### src/rtl/carbon_memmap_pkg.sv
// Carbon system memory map: MMIO register offsets, signature value and shared MMIO types.
package carbon_memmap_pkg;

  localparam int unsigned CARBON_ADDR_W = 32;
  localparam int unsigned CARBON_DATA_W = 32;

  localparam logic [CARBON_ADDR_W-1:0] CARBON_MMIO_OFF_SIGNATURE = 32'h0000_0000;
  localparam logic [CARBON_ADDR_W-1:0] CARBON_MMIO_OFF_POWEROFF  = 32'h0000_0004;
  localparam logic [CARBON_ADDR_W-1:0] CARBON_MMIO_OFF_UART_TX   = 32'h0000_0008;

  localparam logic [CARBON_DATA_W-1:0] CARBON_MMIO_SIGNATURE_VALUE = 32'h4342_4E31;

  typedef enum logic [1:0] {
    ST_IDLE   = 2'd0,
    ST_TXWAIT = 2'd1,
    ST_RESP   = 2'd2
  } mmio_state_e;

  typedef struct packed {
    logic [CARBON_DATA_W-1:0] rdata;
    logic                     err;
  } mmio_rsp_t;

endpackage

### src/rtl/carbon_byte_fifo.sv
// Byte FIFO with registered count; a push into an empty FIFO is visible only on the next cycle.
module carbon_byte_fifo #(
  parameter int unsigned DEPTH = 4,
  localparam int unsigned AW = (DEPTH > 1) ? $clog2(DEPTH) : 1,
  localparam int unsigned CW = $clog2(DEPTH + 1)
) (
  input  logic          clk,
  input  logic          rst_n,
  input  logic          push,
  input  logic [7:0]    push_data,
  input  logic          pop,
  output logic          full,
  output logic          empty,
  output logic [CW-1:0] count,
  output logic [7:0]    head
);

  logic [7:0]    mem_q [DEPTH];
  logic [7:0]    mem_d [DEPTH];
  logic [AW-1:0] wr_ptr_q, wr_ptr_d;
  logic [AW-1:0] rd_ptr_q, rd_ptr_d;
  logic [CW-1:0] count_q, count_d;

  // Pointers wrap naturally since DEPTH is a power of two.
  always_comb begin
    mem_d    = mem_q;
    wr_ptr_d = wr_ptr_q;
    rd_ptr_d = rd_ptr_q;
    count_d  = count_q;
    if (push) begin
      mem_d[wr_ptr_q] = push_data;
      wr_ptr_d        = wr_ptr_q + AW'(1);
    end
    if (pop) begin
      rd_ptr_d = rd_ptr_q + AW'(1);
    end
    if (push && !pop) begin
      count_d = count_q + CW'(1);
    end else if (pop && !push) begin
      count_d = count_q - CW'(1);
    end
  end

  always_ff @(posedge clk or negedge rst_n) begin
    if (!rst_n) begin
      for (int i = 0; i < int'(DEPTH); i++) begin
        mem_q[i] <= '0;
      end
      wr_ptr_q <= '0;
      rd_ptr_q <= '0;
      count_q  <= '0;
    end else begin
      mem_q    <= mem_d;
      wr_ptr_q <= wr_ptr_d;
      rd_ptr_q <= rd_ptr_d;
      count_q  <= count_d;
    end
  end

  assign full  = (count_q == CW'(DEPTH));
  assign empty = (count_q == '0);
  assign count = count_q;
  assign head  = mem_q[rd_ptr_q];

endmodule

### src/rtl/carbon_sys_mmio.sv
// System MMIO block: signature, sticky poweroff register and UART TX byte stream
// behind a single-outstanding request/response port.
module carbon_sys_mmio
  import carbon_memmap_pkg::*;
#(
  parameter logic [31:0] BASE_ADDR = 32'h0000_F000,
  parameter logic [31:0] ADDR_MASK = 32'hFFFF_FF00,
  parameter logic [31:0] SIGNATURE = CARBON_MMIO_SIGNATURE_VALUE,
  parameter int unsigned TX_DEPTH  = 4
) (
  input  logic        clk,
  input  logic        rst_n,
  input  logic        req_valid,
  output logic        req_ready,
  input  logic [31:0] req_addr,
  input  logic        req_write,
  input  logic [31:0] req_wdata,
  output logic        rsp_valid,
  input  logic        rsp_ready,
  output logic [31:0] rsp_rdata,
  output logic        rsp_err,
  output logic        poweroff,
  output logic [7:0]  poweroff_code,
  output logic        tx_valid,
  input  logic        tx_ready,
  output logic [7:0]  tx_data
);

  localparam int unsigned CNT_W = $clog2(TX_DEPTH + 1);

  mmio_state_e state_q, state_d;
  mmio_rsp_t   rsp_q, rsp_d;
  logic        req_ready_q, req_ready_d;
  logic        rsp_valid_q, rsp_valid_d;
  logic        poweroff_q, poweroff_d;
  logic [7:0]  code_q, code_d;
  logic [7:0]  tx_byte_q, tx_byte_d;

  logic             push_c, pop_c, space_c, in_win_c;
  logic             fifo_full_c, fifo_empty_c;
  logic [7:0]       push_data_c, fifo_head_c;
  logic [CNT_W-1:0] fifo_count_c;
  logic [31:0]      offset_c;
  logic             unused_wdata_hi_c;

  assign unused_wdata_hi_c = ^req_wdata[31:8];
  assign offset_c = req_addr & ~ADDR_MASK;
  assign in_win_c = ((req_addr & ADDR_MASK) == BASE_ADDR);
  assign pop_c    = !fifo_empty_c && tx_ready;
  assign space_c  = !fifo_full_c || pop_c;

  carbon_byte_fifo #(.DEPTH(TX_DEPTH)) u_tx_fifo (
    .clk       (clk),
    .rst_n     (rst_n),
    .push      (push_c),
    .push_data (push_data_c),
    .pop       (pop_c),
    .full      (fifo_full_c),
    .empty     (fifo_empty_c),
    .count     (fifo_count_c),
    .head      (fifo_head_c)
  );

  // Response is decoded at acceptance; only a blocked UART push defers it via TXWAIT.
  always_comb begin
    state_d     = state_q;
    rsp_d       = rsp_q;
    rsp_valid_d = rsp_valid_q;
    poweroff_d  = poweroff_q;
    code_d      = code_q;
    tx_byte_d   = tx_byte_q;
    push_c      = 1'b0;
    push_data_c = tx_byte_q;
    case (state_q)
      ST_IDLE: begin
        if (req_valid && req_ready_q) begin
          state_d     = ST_RESP;
          rsp_valid_d = 1'b1;
          rsp_d       = '{rdata: '0, err: 1'b0};
          if (!in_win_c) begin
            rsp_d.err = 1'b1;
          end else begin
            case (offset_c)
              CARBON_MMIO_OFF_SIGNATURE: begin
                if (!req_write) rsp_d.rdata = SIGNATURE;
              end
              CARBON_MMIO_OFF_POWEROFF: begin
                if (req_write) begin
                  if (!poweroff_q) begin
                    poweroff_d = 1'b1;
                    code_d     = req_wdata[7:0];
                  end
                end else begin
                  rsp_d.rdata = {23'b0, poweroff_q, code_q};
                end
              end
              CARBON_MMIO_OFF_UART_TX: begin
                if (req_write) begin
                  tx_byte_d = req_wdata[7:0];
                  if (space_c) begin
                    push_c      = 1'b1;
                    push_data_c = req_wdata[7:0];
                  end else begin
                    state_d     = ST_TXWAIT;
                    rsp_valid_d = 1'b0;
                  end
                end else begin
                  rsp_d.rdata = 32'(fifo_count_c);
                end
              end
              default: rsp_d.err = 1'b1;
            endcase
          end
        end
      end
      ST_TXWAIT: begin
        if (space_c) begin
          push_c      = 1'b1;
          state_d     = ST_RESP;
          rsp_valid_d = 1'b1;
        end
      end
      ST_RESP: begin
        if (rsp_ready) begin
          state_d     = ST_IDLE;
          rsp_valid_d = 1'b0;
        end
      end
      default: state_d = ST_IDLE;
    endcase
    req_ready_d = (state_d == ST_IDLE);
  end

  always_ff @(posedge clk or negedge rst_n) begin
    if (!rst_n) begin
      state_q     <= ST_IDLE;
      req_ready_q <= 1'b0;
      rsp_valid_q <= 1'b0;
      rsp_q       <= '{rdata: '0, err: 1'b0};
      poweroff_q  <= 1'b0;
      code_q      <= '0;
      tx_byte_q   <= '0;
    end else begin
      state_q     <= state_d;
      req_ready_q <= req_ready_d;
      rsp_valid_q <= rsp_valid_d;
      rsp_q       <= rsp_d;
      poweroff_q  <= poweroff_d;
      code_q      <= code_d;
      tx_byte_q   <= tx_byte_d;
    end
  end

  assign req_ready     = req_ready_q;
  assign rsp_valid     = rsp_valid_q;
  assign rsp_rdata     = rsp_q.rdata;
  assign rsp_err       = rsp_q.err;
  assign poweroff      = poweroff_q;
  assign poweroff_code = code_q;
  assign tx_valid      = !fifo_empty_c;
  assign tx_data       = fifo_head_c;

endmodule

### config.mk
export PLATFORM = sky130hd
export DESIGN_NAME = carbon_sys_mmio
export DESIGN_NICKNAME = d
export VERILOG_FILES = /design/src/rtl/carbon_memmap_pkg.sv /design/src/rtl/carbon_byte_fifo.sv /design/src/rtl/carbon_sys_mmio.sv
export SDC_FILE = /design/constraint.sdc
export NUM_CORES = 1
export LEC_CHECK = 0
export BUFFER_PORTS_ARGS = -buffer_cell sky130_fd_sc_hd__buf_2
export CORE_MARGIN = 5
export CORE_UTILIZATION = 40
export CTS_BUF_LIST = sky130_fd_sc_hd__clkbuf_8
export CTS_CLUSTER_SIZE = 8
export DETAILED_ROUTE_END_ITERATION = 8
export GPL_TIMING_DRIVEN = 0
export PLACE_DENSITY = 0.65
export SYNTH_ARGS = -nofsm -noshare
export SYNTH_HDL_FRONTEND = slang
export SYNTH_SLANG_ARGS = --single-unit
### constraint.sdc
create_clock -name clk -period 4.02 [get_ports clk]
set_clock_uncertainty 0.15 [all_clocks]
set_input_delay 0.402 -clock clk [delete_from_list [all_inputs] [get_ports clk]]
set_output_delay 0.402 -clock clk [all_outputs]
set_load 0.1 [all_outputs]
-- Yosys cells after proc, flatten, opt, wreduce, memory -nomap -nowiden
Cells that the tools add are included.
- output and inout bits: 53
- logic and storage cells: 98
- flip-flop bits (word level): 93
- input bits: 70
- order comparisons: 3
- $add $sub $neg: 4
- equal/unequal tests: 9
- muxes and demuxes: 42
- reductions and logical operators: 22
- bitwise logic cells: 3
- operators by type and width (kind ; count):
    32-bit case mux with 3 select lines ; 1
    8-bit two-way mux ; 9
    32-bit bitwise mux ; 1
    32-bit zero test ; 1
    32-bit two-way mux ; 1
    31-bit two-way mux ; 1
    24-bit by 8-bit == test with 1-bit output (second input constant) ; 1
    8-bit binary-select mux with 2-bit select ; 1
    8-bit demux with 2-bit select ; 1
    2-bit two-way mux ; 7
    1-bit two-way mux ; 13
    5-bit AND reduction ; 2
    3-bit two-way mux ; 3
    9-bit two-way mux ; 1
    8-bit by 3-bit == test with 1-bit output (second input constant) ; 1
    8-bit by 4-bit == test with 1-bit output (second input constant) ; 1
    3-bit greater-or-equal comparator (second input constant) ; 2
    2-bit inequality test (second input constant) ; 3
    2-bit NOT with 3-bit output ; 2
    2-bit case mux with 3 select lines ; 1
    6-bit AND reduction ; 1
    1-bit logical AND ; 5
    2-bit by 1-bit adder with 2-bit output (second input constant) ; 2
    1-bit zero test ; 4
    17 further kinds ; 18

-- Logic depth before layout (Yosys ltp)
Gate-level depths: netlist of the first run.
- word-level depth: 14
- mapped depth: 14
- mapped depth without buffers: 12

-- By module
Synthesis of the first run repeated with hierarchy kept, for this count alone.
- cell total of the unflattened synthesis: 278
- area, all modules: 3569.7 sq um
- by module, submodules not included (module ; instances ; cells an instance ; area each (sq um) ; sequential area each (sq um)):
    carbon_sys_mmio ; 1 ; 169 ; 1814.2 ; 800.8
    carbon_byte_fifo ; 1 ; 109 ; 1755.4 ; 975.9

-- Least setup slack after synthesis of the first run
Ideal clock, no wire load.
- path kind: register -> register
- from: reg req_ready_q, in the netlist req_ready
- to: reg u_tx_fifo.count_q[2], in the netlist u_tx_fifo.count[2]
- cell stages (with the launch flop): 13
- setup slack: 0.601 ns
- required time: 3.791 ns
- path buffers: 2
- clock period less this slack: 3.419 ns
- data arrival time: 3.190 ns
- setup time: 0.079 ns
- path through: dfrtp_1 > nand4_1 > nor3_1 > and3b_1 > buf_2 > clkbuf_1 > or2_2 > ha_1 > inv_1 > fa_1 > xor2_1 > nor2_1 > xor2_1
- word-level cells in the longest chain between the ends: 6
- ends and longest elaborated chain (element ; RTL line ; RTL):
    from (decl) ; carbon_sys_mmio.sv:33 ; logic req_ready_q, req_ready_d;
    from (signal assigned) ; carbon_sys_mmio.sv:145 ; req_ready_q <= req_ready_d;
    1-bit logical AND * ; carbon_sys_mmio.sv:76 ; if (req_valid && req_ready_q) begin
    1-bit two-way mux * ; carbon_sys_mmio.sv:76 ;
    1-bit case mux with 2 select lines * ; carbon_sys_mmio.sv:74 ; case (state_q)
    via push_c ; carbon_sys_mmio.sv:39 ; logic push_c, pop_c, space_c, in_win_c;
    1-bit zero test ; carbon_byte_fifo.sv:39 ; end else if (pop && !push) begin
    1-bit logical AND ; carbon_byte_fifo.sv:39 ;
    2-bit nonzero test (no line) ; -- ;
    to (signal assigned) ; carbon_byte_fifo.sv:56 ; count_q <= count_d;
    to (decl) ; carbon_byte_fifo.sv:22 ; logic [CW-1:0] count_q, count_d;
Mark *: on every way through the listed nets, which the timed path passes. The rest lies on a longest branch.
A chain may end at the register's enable or synchronous reset.

-- Final worst setup path of the first run
- from: reg u_tx_fifo.count_q[0], in the netlist u_tx_fifo.count[0]
- to: reg u_tx_fifo.count_q[1], in the netlist u_tx_fifo.count[1]
- RTL lines (element ; RTL line ; RTL):
    3-bit zero test ; carbon_byte_fifo.sv:61 ; assign empty = (count_q == '0);
    1-bit zero test ; carbon_sys_mmio.sv:49 ; assign pop_c = !fifo_empty_c && tx_ready;
    1-bit logical AND ; carbon_sys_mmio.sv:49 ;
    1-bit logical OR * ; carbon_sys_mmio.sv:50 ; assign space_c = !fifo_full_c || pop_c;
    1-bit two-way mux * ; carbon_sys_mmio.sv:100, carbon_sys_mmio.sv:117 ;
    1-bit two-way mux ; carbon_sys_mmio.sv:98 ; if (req_write) begin
    1-bit two-way mux ; carbon_sys_mmio.sv:83 ; case (offset_c)
    1-bit two-way mux ; carbon_sys_mmio.sv:80 ; if (!in_win_c) begin
    1-bit two-way mux ; carbon_sys_mmio.sv:76 ;
    1-bit case mux with 2 select lines * ; carbon_sys_mmio.sv:74 ;
    via push_c ; carbon_sys_mmio.sv:39 ;
    1-bit logical AND * ; carbon_byte_fifo.sv:37 ; if (push && !pop) begin
    3-bit two-way mux * ; carbon_byte_fifo.sv:37 ;
    via u_tx_fifo.count_d[1] ; carbon_byte_fifo.sv:22 ;
Mark *: on every way through the listed nets, which the timed path passes. The rest lies on a longest branch. The select of a mux whose other input is x is not followed.

==> flow_metrics.py, run 1 <==
metrics = {
    "clock_network": {
        "ctsHoldBuffers": 0,
        "cts_sinks": 71,
        "cts_setup_buffers": 0,
        "clock-root-buffer": "clkbuf_8",
        "post_cts_resized": 0,
        "cts_tree": "built",
        "clk_latency_ps": 340,
        "clk_path_buf_depth": 2,
        "clk_pin_slew_ps": 80,
        "numCtsBuffers": 9,
        "htree_levels": 3,
    },
    "grt": {
        "grt_antenna_before_repair": 0,
        "grt_max_degree": 72,
        "grt_usage": 0.167,
        "grt_pass1_vias": 3025,
        "grt_pass1_wl_mm": 15.2,
        "overflow": 0,
    },
    "worst_setup_path": {
        "crit_fanout": 10,
        "r2r_end": "u_tx_fifo.count[1]$_DFFE_PN0P_",
        "rr_worst_depth": 10,
        "r2r-start": "u_tx_fifo.count[0]$_DFFE_PN0P_",
        "arrival_ps": 3610,
        "cp.required_ps": 4110,
        "end_kind": "flop",
        "critPathLaunch": "u_tx_fifo.count[0]$_DFFE_PN0P_",
        "start_kind": "flop",
        "endpoint": "u_tx_fifo.count[1]$_DFFE_PN0P_",
        "path_class": "reg2reg",
        "r2r_slack_ps": 500,
    },
    "placed_design": {
        "pre_cts_ws_ps": 302,
        "dp_hpwl_mm": 7.05,
        "placed_cell_area_um2": 4410,
        "portBuffers": 84,
        "gp_congestion": 0.853,
    },
    "run_status": {
        "status": "finished, final reports clean",
    },
    "timing": {
        "hold_viol_final": 0,
        "tightest_slew_ps": 902,
        "setup_tns_ps": 0,
        "slew_viol_final": 0,
        "setup_viol": 0,
        "slew_headroom": 0.398,
        "rsz0062_at_grt": "no",
        "postLayoutSetupSlackWorst_ps": 501,
        "fin_crit_sh": 0.875,
        "hold_ws_ps": 24.5,
        "fin_crit_ps": 3520,
        "max_freq_ghz": 0.284,
    },
    "yosys": {
        "async_reset_ff_frac": 1.00,
        "synth_area_leader_cell": "dfrtp_1",
        "netlist_area_um2": 3780,
        "yosysSeqAreaShare": 0.470,
        "yosys_warnings": 0,
        "yosysUniqueCellTypes": 47,
        "synthCells": 312,
        "synth_ff_type": "dfrtp_1",
        "synthTopCellsByArea": "dfrtp_1 (47%), a221o_1 (9.3%), nor3b_1 (6.4%)",
        "ys_seq_elements": 71,
        "synth_edf_count": 0,
        "syn_avg_cell_area_um2": 12.1,
        "synth_top_area_frac": 0.470,
    },
    "routing": {
        "drc": 0,
        "avgViaCountPerCell": 5.33,
        "wirelength_mm": 9.41,
        "drtAntennaViolNets": 0,
        "drt_pass1_iterations": 5,
        "initialDrtViolationCount": 167,
        "wl_per_cell_um": 17.0,
        "num_vias": 2952,
    },
    "floorplan": {
        "start_util": 0.409,
        "fp.dieArea_um2": 11500,
        "coreArea_um2": 9240,
        "rows": 35,
        "die_w_um": 107,
        "pin_count": 123,
        "die_y_um": 107,
    },
    "final_layout": {
        "nNetsFinal": 500,
        "syn2layout_area_growth_pct": 21.6,
        "num_antenna_cells": 0,
        "final_cell_area_um2": 4590,
        "fill_cells": 836,
        "drive_gt1_frac": 0.374,
    },
    "job": {
        "maxCapViolCount": 0,
    },
    "power": {
        "finalPower_uw": 1760,
        "leakage_uw": 0.00228,
        "p_per_area_nw_per_um2": 383,
        "peakVddDrop_v": 0.000265,
    },
    "worst_hold_path": {
        "hold_class": "in2async",
    },
}
==> final cells by class <==
type	count	area [µm²]	area share
multi-input cells	208	1780	0.388
inverters	10	37.5	0.00817
flip-flops and latches	71	1780	0.387
clock inverters	6	45.0	0.00981
clock buffers	10	138	0.0300
repair buffers	84	423	0.0921
plain buffers	36	230	0.0501
well taps	129	161	0.0351
==> state kept, by name, indices dropped and copies added, names as in the netlist <==
name / flops
rsp_err: 1
rsp_rdata: 10
poweroff: 1
u_tx_fifo.wr_ptr_q: 2
poweroff_code: 8
u_tx_fifo.rd_ptr_q: 2
state_q: 2
tx_byte_q: 8
u_tx_fifo.count: 3
u_tx_fifo.mem_q: 32
req_ready: 1
rsp_valid: 1
==> cells in the mapped netlist (all sizes together), types with 2 or more instances <==
cell and count:
a21o 2, a221o 35, a22o 7, and2 10, buf 29, clkbuf 7
dfrtp 71, ha 9, inv 10, mux2 17, mux4 8, nand2 13
nand2b 6, nand3 2, nand4 2, nor2 3, nor2b 3, nor3b 33
nor4 9, o21ai 9, o41ai 2, or3 2, or4b 3, xnor2 4
xor2 2
==> worst min-delay path by stage <==
stage	end	slack, ps	cells after the start	from
after global routing	u_tx_fifo.rd_ptr_q[0]$_DFFE_PN0P_	110	1	rst_n
after detailed placement	rsp_rdata[0]$_DFFE_PN0P_	320	2	rsp_rdata[0]$_DFFE_PN0P_
final	u_tx_fifo.rd_ptr_q[1]$_DFFE_PN0P_	20	1	rst_n
after CTS	u_tx_fifo.mem_q[5]$_DFFE_PN0P_	60	1	rst_n
after global placement	rsp_err$_DFFE_PN0P_	310	2	rsp_err$_DFFE_PN0P_
after floorplan	poweroff$_DFFE_PN0P_	-40	0	rst_n
==> layout by cell type (no fill, tap or decap), types with 2 or more instances in the layout <==
cell type    n
a21o_1       2
a221o_1     35
a22o_1       7
and2_1      10
buf_1        2
buf_2       87
buf_4       23
clkbuf_1     7
clkbuf_8    10
clkinvlp_4   3
conb_1      14
dfrtp_1     71
ha_1         9
inv_1       10
mux2_2      17
mux4_2       8
nand2_1     13
nand2b_1     6
nand3_1      2
nand4_1      2
nor2_1       3
nor2b_1      3
nor3b_1     32
nor4_1       6
nor4_2       2
o21ai_0      5
o21ai_1      4
o41ai_1      2
or3_1        2
or4b_1       2
xnor2_1      4
xor2_1       2
==> worst max-delay path, stage by stage (launching register included) <==
cell      delay (ps)
dfrtp_1          490
nor4b_2          690
nor3_1           130
and3b_1          200
buf_2            170
clkbuf_1         240
or2_2            370
ha_1             240
inv_1             70
fa_1             400
mux2_2           260
==> power breakdown <==
group	switching [µW]	leakage [µW]	total, µW	internal (µW)
Combinational	348	0.00122	466	117
Clock	282	0.0000849	525	242
Sequential	24.9	0.000966	767	742
==> metal layers <==
layer | wire length (µm) | global-route usage | vias up
met5 | 0 | 0 | -
met4 | 146 | 0.0594 | 0
met3 | 708 | 0.0361 | 10
li1 | - | - | 1372
met1 | 4190 | 0.223 | 1432
met2 | 4370 | 0.269 | 138
==> cell families after synthesis <==
group	share of synthesized area
xor+xnor	0.0139
mux	0.101
flops	0.470
fa+ha+maj	0.0351
compound gates	0.140
other cells	0.000993
simple gates	0.168
buf+inv	0.0709
==> metrics by stage <==
stage / std cells / utilization
4_1_cts: 554 / 0.497
6_report: 554 / 0.497
5_1_grt: 554 / 0.497
3_3_place_gp: 538 / 0.477
3_5_place_dp: 538 / 0.477
2_1_floorplan: 325 / -
(Power assumes the default switching activity.)
==> run 2: changes to the inputs <==
--- a/config.mk
+++ b/config.mk
@@ -5,14 +5,16 @@
 export SDC_FILE = /design/constraint.sdc
 export NUM_CORES = 1
 export LEC_CHECK = 0
-export BUFFER_PORTS_ARGS = -buffer_cell sky130_fd_sc_hd__buf_2
+export BUFFER_PORTS_ARGS = -buffer_cell sky130_fd_sc_hd__clkbuf_2
+export CELL_PAD_IN_SITES_DETAIL_PLACEMENT = 1
+export CELL_PAD_IN_SITES_GLOBAL_PLACEMENT = 1
 export CORE_MARGIN = 5
 export CORE_UTILIZATION = 40
 export CTS_BUF_LIST = sky130_fd_sc_hd__clkbuf_8
 export CTS_CLUSTER_SIZE = 8
 export DETAILED_ROUTE_END_ITERATION = 8
 export GPL_TIMING_DRIVEN = 0
-export PLACE_DENSITY = 0.65
+export PLACE_DENSITY_LB_ADDON = 0.1
 export SYNTH_ARGS = -nofsm -noshare
 export SYNTH_HDL_FRONTEND = slang
 export SYNTH_SLANG_ARGS = --single-unit
==> run 2 against run 1 <==
Final cell count grew 0.36%. Sequential share of layout area shrank 0.69 points. Register-to-register slack better by 20 ps. Via count increased by 1.1%. Sequential power about the same. Clock power increased by 26%. Flip-flop and latch count unchanged. First-iteration DRC count down 30%. Critical path depth unchanged. Critical path type unchanged. Largest power group unchanged.
==> flow_metrics.py, run 2 (synthesized netlist as in run 1, its figures left out) <==
metrics = {
    "final_layout": {
        "drive_gt1_frac": 0.375,
        "multi_input_area_um2": 1780,
        "seqCellArea_um2": 1780,
        "max_flop_register": "u_tx_fifo.mem_q",
        "final_common_cell": "clkbuf_2",
        "syn2layout_area_growth_pct": 23.8,
        "fill_cells": 1016,
        "num_antenna_cells": 0,
        "layoutNonFillerInstCount": 556,
        "largest_register_ffs": 32,
        "layout_common_cells": "clkbuf_2 (83), dfrtp_1 (71), a221o_1 (35), nor3b_1 (32), buf_4 (22)",
        "nNetsFinal": 502,
    },
    "placed_design": {
        "pre_cts_ws_ps": 308,
        "gp_congestion": 0.761,
        "portBuffers": 84,
        "dp_hpwl_mm": 7.95,
        "dpl.cell_count": 539,
    },
    "timing": {
        "fin_crit_sh": 0.872,
        "slew_viol_final": 0,
        "fin_crit_ps": 3500,
        "setup_tns_ps": 0,
        "hold_viol_final": 0,
        "slew_headroom": 0.436,
        "rsz0062_at_grt": "no",
        "max_freq_ghz": 0.285,
        "setup_viol": 0,
        "postLayoutSetupSlackWorst_ps": 516,
        "tightest_slew_ps": 846,
    },
    "worst_setup_path": {
        "arrival_ps": 3600,
        "end_kind": "flop",
        "path_cells": "nor4b_2 > nor3_1 > and3b_1 > buf_2 > clkbuf_1 > or2_2 > ha_1 > inv_1 > fa_1 > mux2_2",
        "cpPeakStageDelay_ps": 690,
        "crit_fanout": 10,
        "start_kind": "flop",
        "cp.required_ps": 4110,
        "path_class": "reg2reg",
        "cp_slowest_cell": "nor4b_2",
    },
    "grt": {
        "grt_max_degree": 51,
        "grt_antenna_before_repair": 0,
        "grt_usage": 0.192,
        "grt_pass1_vias": 3302,
        "grt_pass1_wl_mm": 17.4,
        "overflow": 0,
    },
    "run_status": {
        "status": "finished, final reports clean",
    },
    "clock_network": {
        "clk_latency_ps": 350,
        "htree_levels": 3,
        "clock-root-buffer": "clkbuf_8",
        "clk_pin_slew_ps": 80,
        "cts_sinks": 71,
        "numCtsBuffers": 9,
        "clk_path_buf_depth": 2,
        "post_cts_resized": 0,
        "cts_setup_buffers": 0,
        "cts_tree": "built",
    },
    "power": {
        "comb_power_share": 0.247,
        "switchingPower_uw": 666,
        "leakage_uw": 0.00230,
        "p_per_area_nw_per_um2": 406,
        "switching_share": 0.351,
        "intPower_uw": 1230,
        "pwr-share-clk": 0.348,
        "power_frac_seq": 0.405,
        "peakVddDrop_v": 0.000258,
    },
    "floorplan": {
        "die_y_um": 107,
        "die_w_um": 107,
        "rows": 35,
        "fp.dieArea_um2": 11500,
        "start_util": 0.409,
        "coreArea_um2": 9240,
        "pin_count": 123,
    },
    "worst_hold_path": {
        "hold_class": "in2reg",
    },
    "routing": {
        "drt_pass1_iterations": 4,
        "avgViaCountPerCell": 5.37,
        "num_vias": 2984,
        "drtAntennaViolNets": 0,
        "drc": 0,
        "wirelength_mm": 10.3,
        "wl_per_cell_um": 18.6,
        "initialDrtViolationCount": 117,
    },
    "job": {
        "maxCapViolCount": 0,
    },
}
run 2: path summary, 6_finish.rpt:
path,slack (ps),cells after the start,end,start
setup / recovery,520,10,u_tx_fifo.count[1]$_DFFE_PN0P_,u_tx_fifo.count[0]$_DFFE_PN0P_
hold / removal,190,2,u_tx_fifo.mem_q[12]$_DFFE_PN0P_,req_wdata[4]
min in group asynchronous,360,2,u_tx_fifo.mem_q[18]$_DFFE_PN0P_,rst_n
setup reg to reg,520,10,u_tx_fifo.count[1]$_DFFE_PN0P_,u_tx_fifo.count[0]$_DFFE_PN0P_
hold reg to reg,350,2,rsp_rdata[0]$_DFFE_PN0P_,rsp_rdata[0]$_DFFE_PN0P_
max in group asynchronous,2800,3,u_tx_fifo.wr_ptr_q[0]$_DFFE_PN0P_,rst_n
run 2: timing repair:
item | 4_1_cts | 5_1_grt
setup endpoints to repair | 0 | 0
endpoints found under the hold margin | 21 | 0
hold buffers | 1 | 0
run 2: critical path, delay by kind of cell, from the launching register on:
family	cells	cell delay (ps)
simple gates	4	1390
fa+ha+maj	2	630
flops	1	480
buf+inv	3	470
mux	1	260
run 2: cell type report:
cell class                 count  area share
multi-input combinational    208       0.381
clock buffer                  10      0.0294
inverter                      10     0.00803
timing repair buffer          86      0.0984
sequential                    71       0.380
tap                          129      0.0345
clock inverter                 6      0.0195
buffer                        36      0.0492
run 2: power groups by stage:
stage / clock network, µW / registers, µW / logic (µW)
2_1_floorplan: 0 / 883 / 257
3_3_place_gp: 0 / 781 / 461
3_5_place_dp: 0 / 783 / 472
4_1_cts: 673 / 768 / 473
5_1_grt: 707 / 772 / 502
6_report: 661 / 769 / 468
run 2: metrics by stage:
step                instance area [µm²]  hold WS (ps)  utilization  power, µW
floorplan                          3830         -43.6            -       1140
global placement                   4410           317        0.477       1240
detailed placement                 4440           204        0.480       1250
CTS                                4680           174        0.506       1910
global route                       4680           177        0.506       1980
finish                             4680           185        0.506       1900
run 2: metal layers:
layer	routed length, µm	up-vias	global-route usage
li1	-	1380	-
met1	4650	1494	0.255
met2	4940	100	0.311
met3	648	10	0.0488
met4	98	0	0.0557
met5	0	-	0
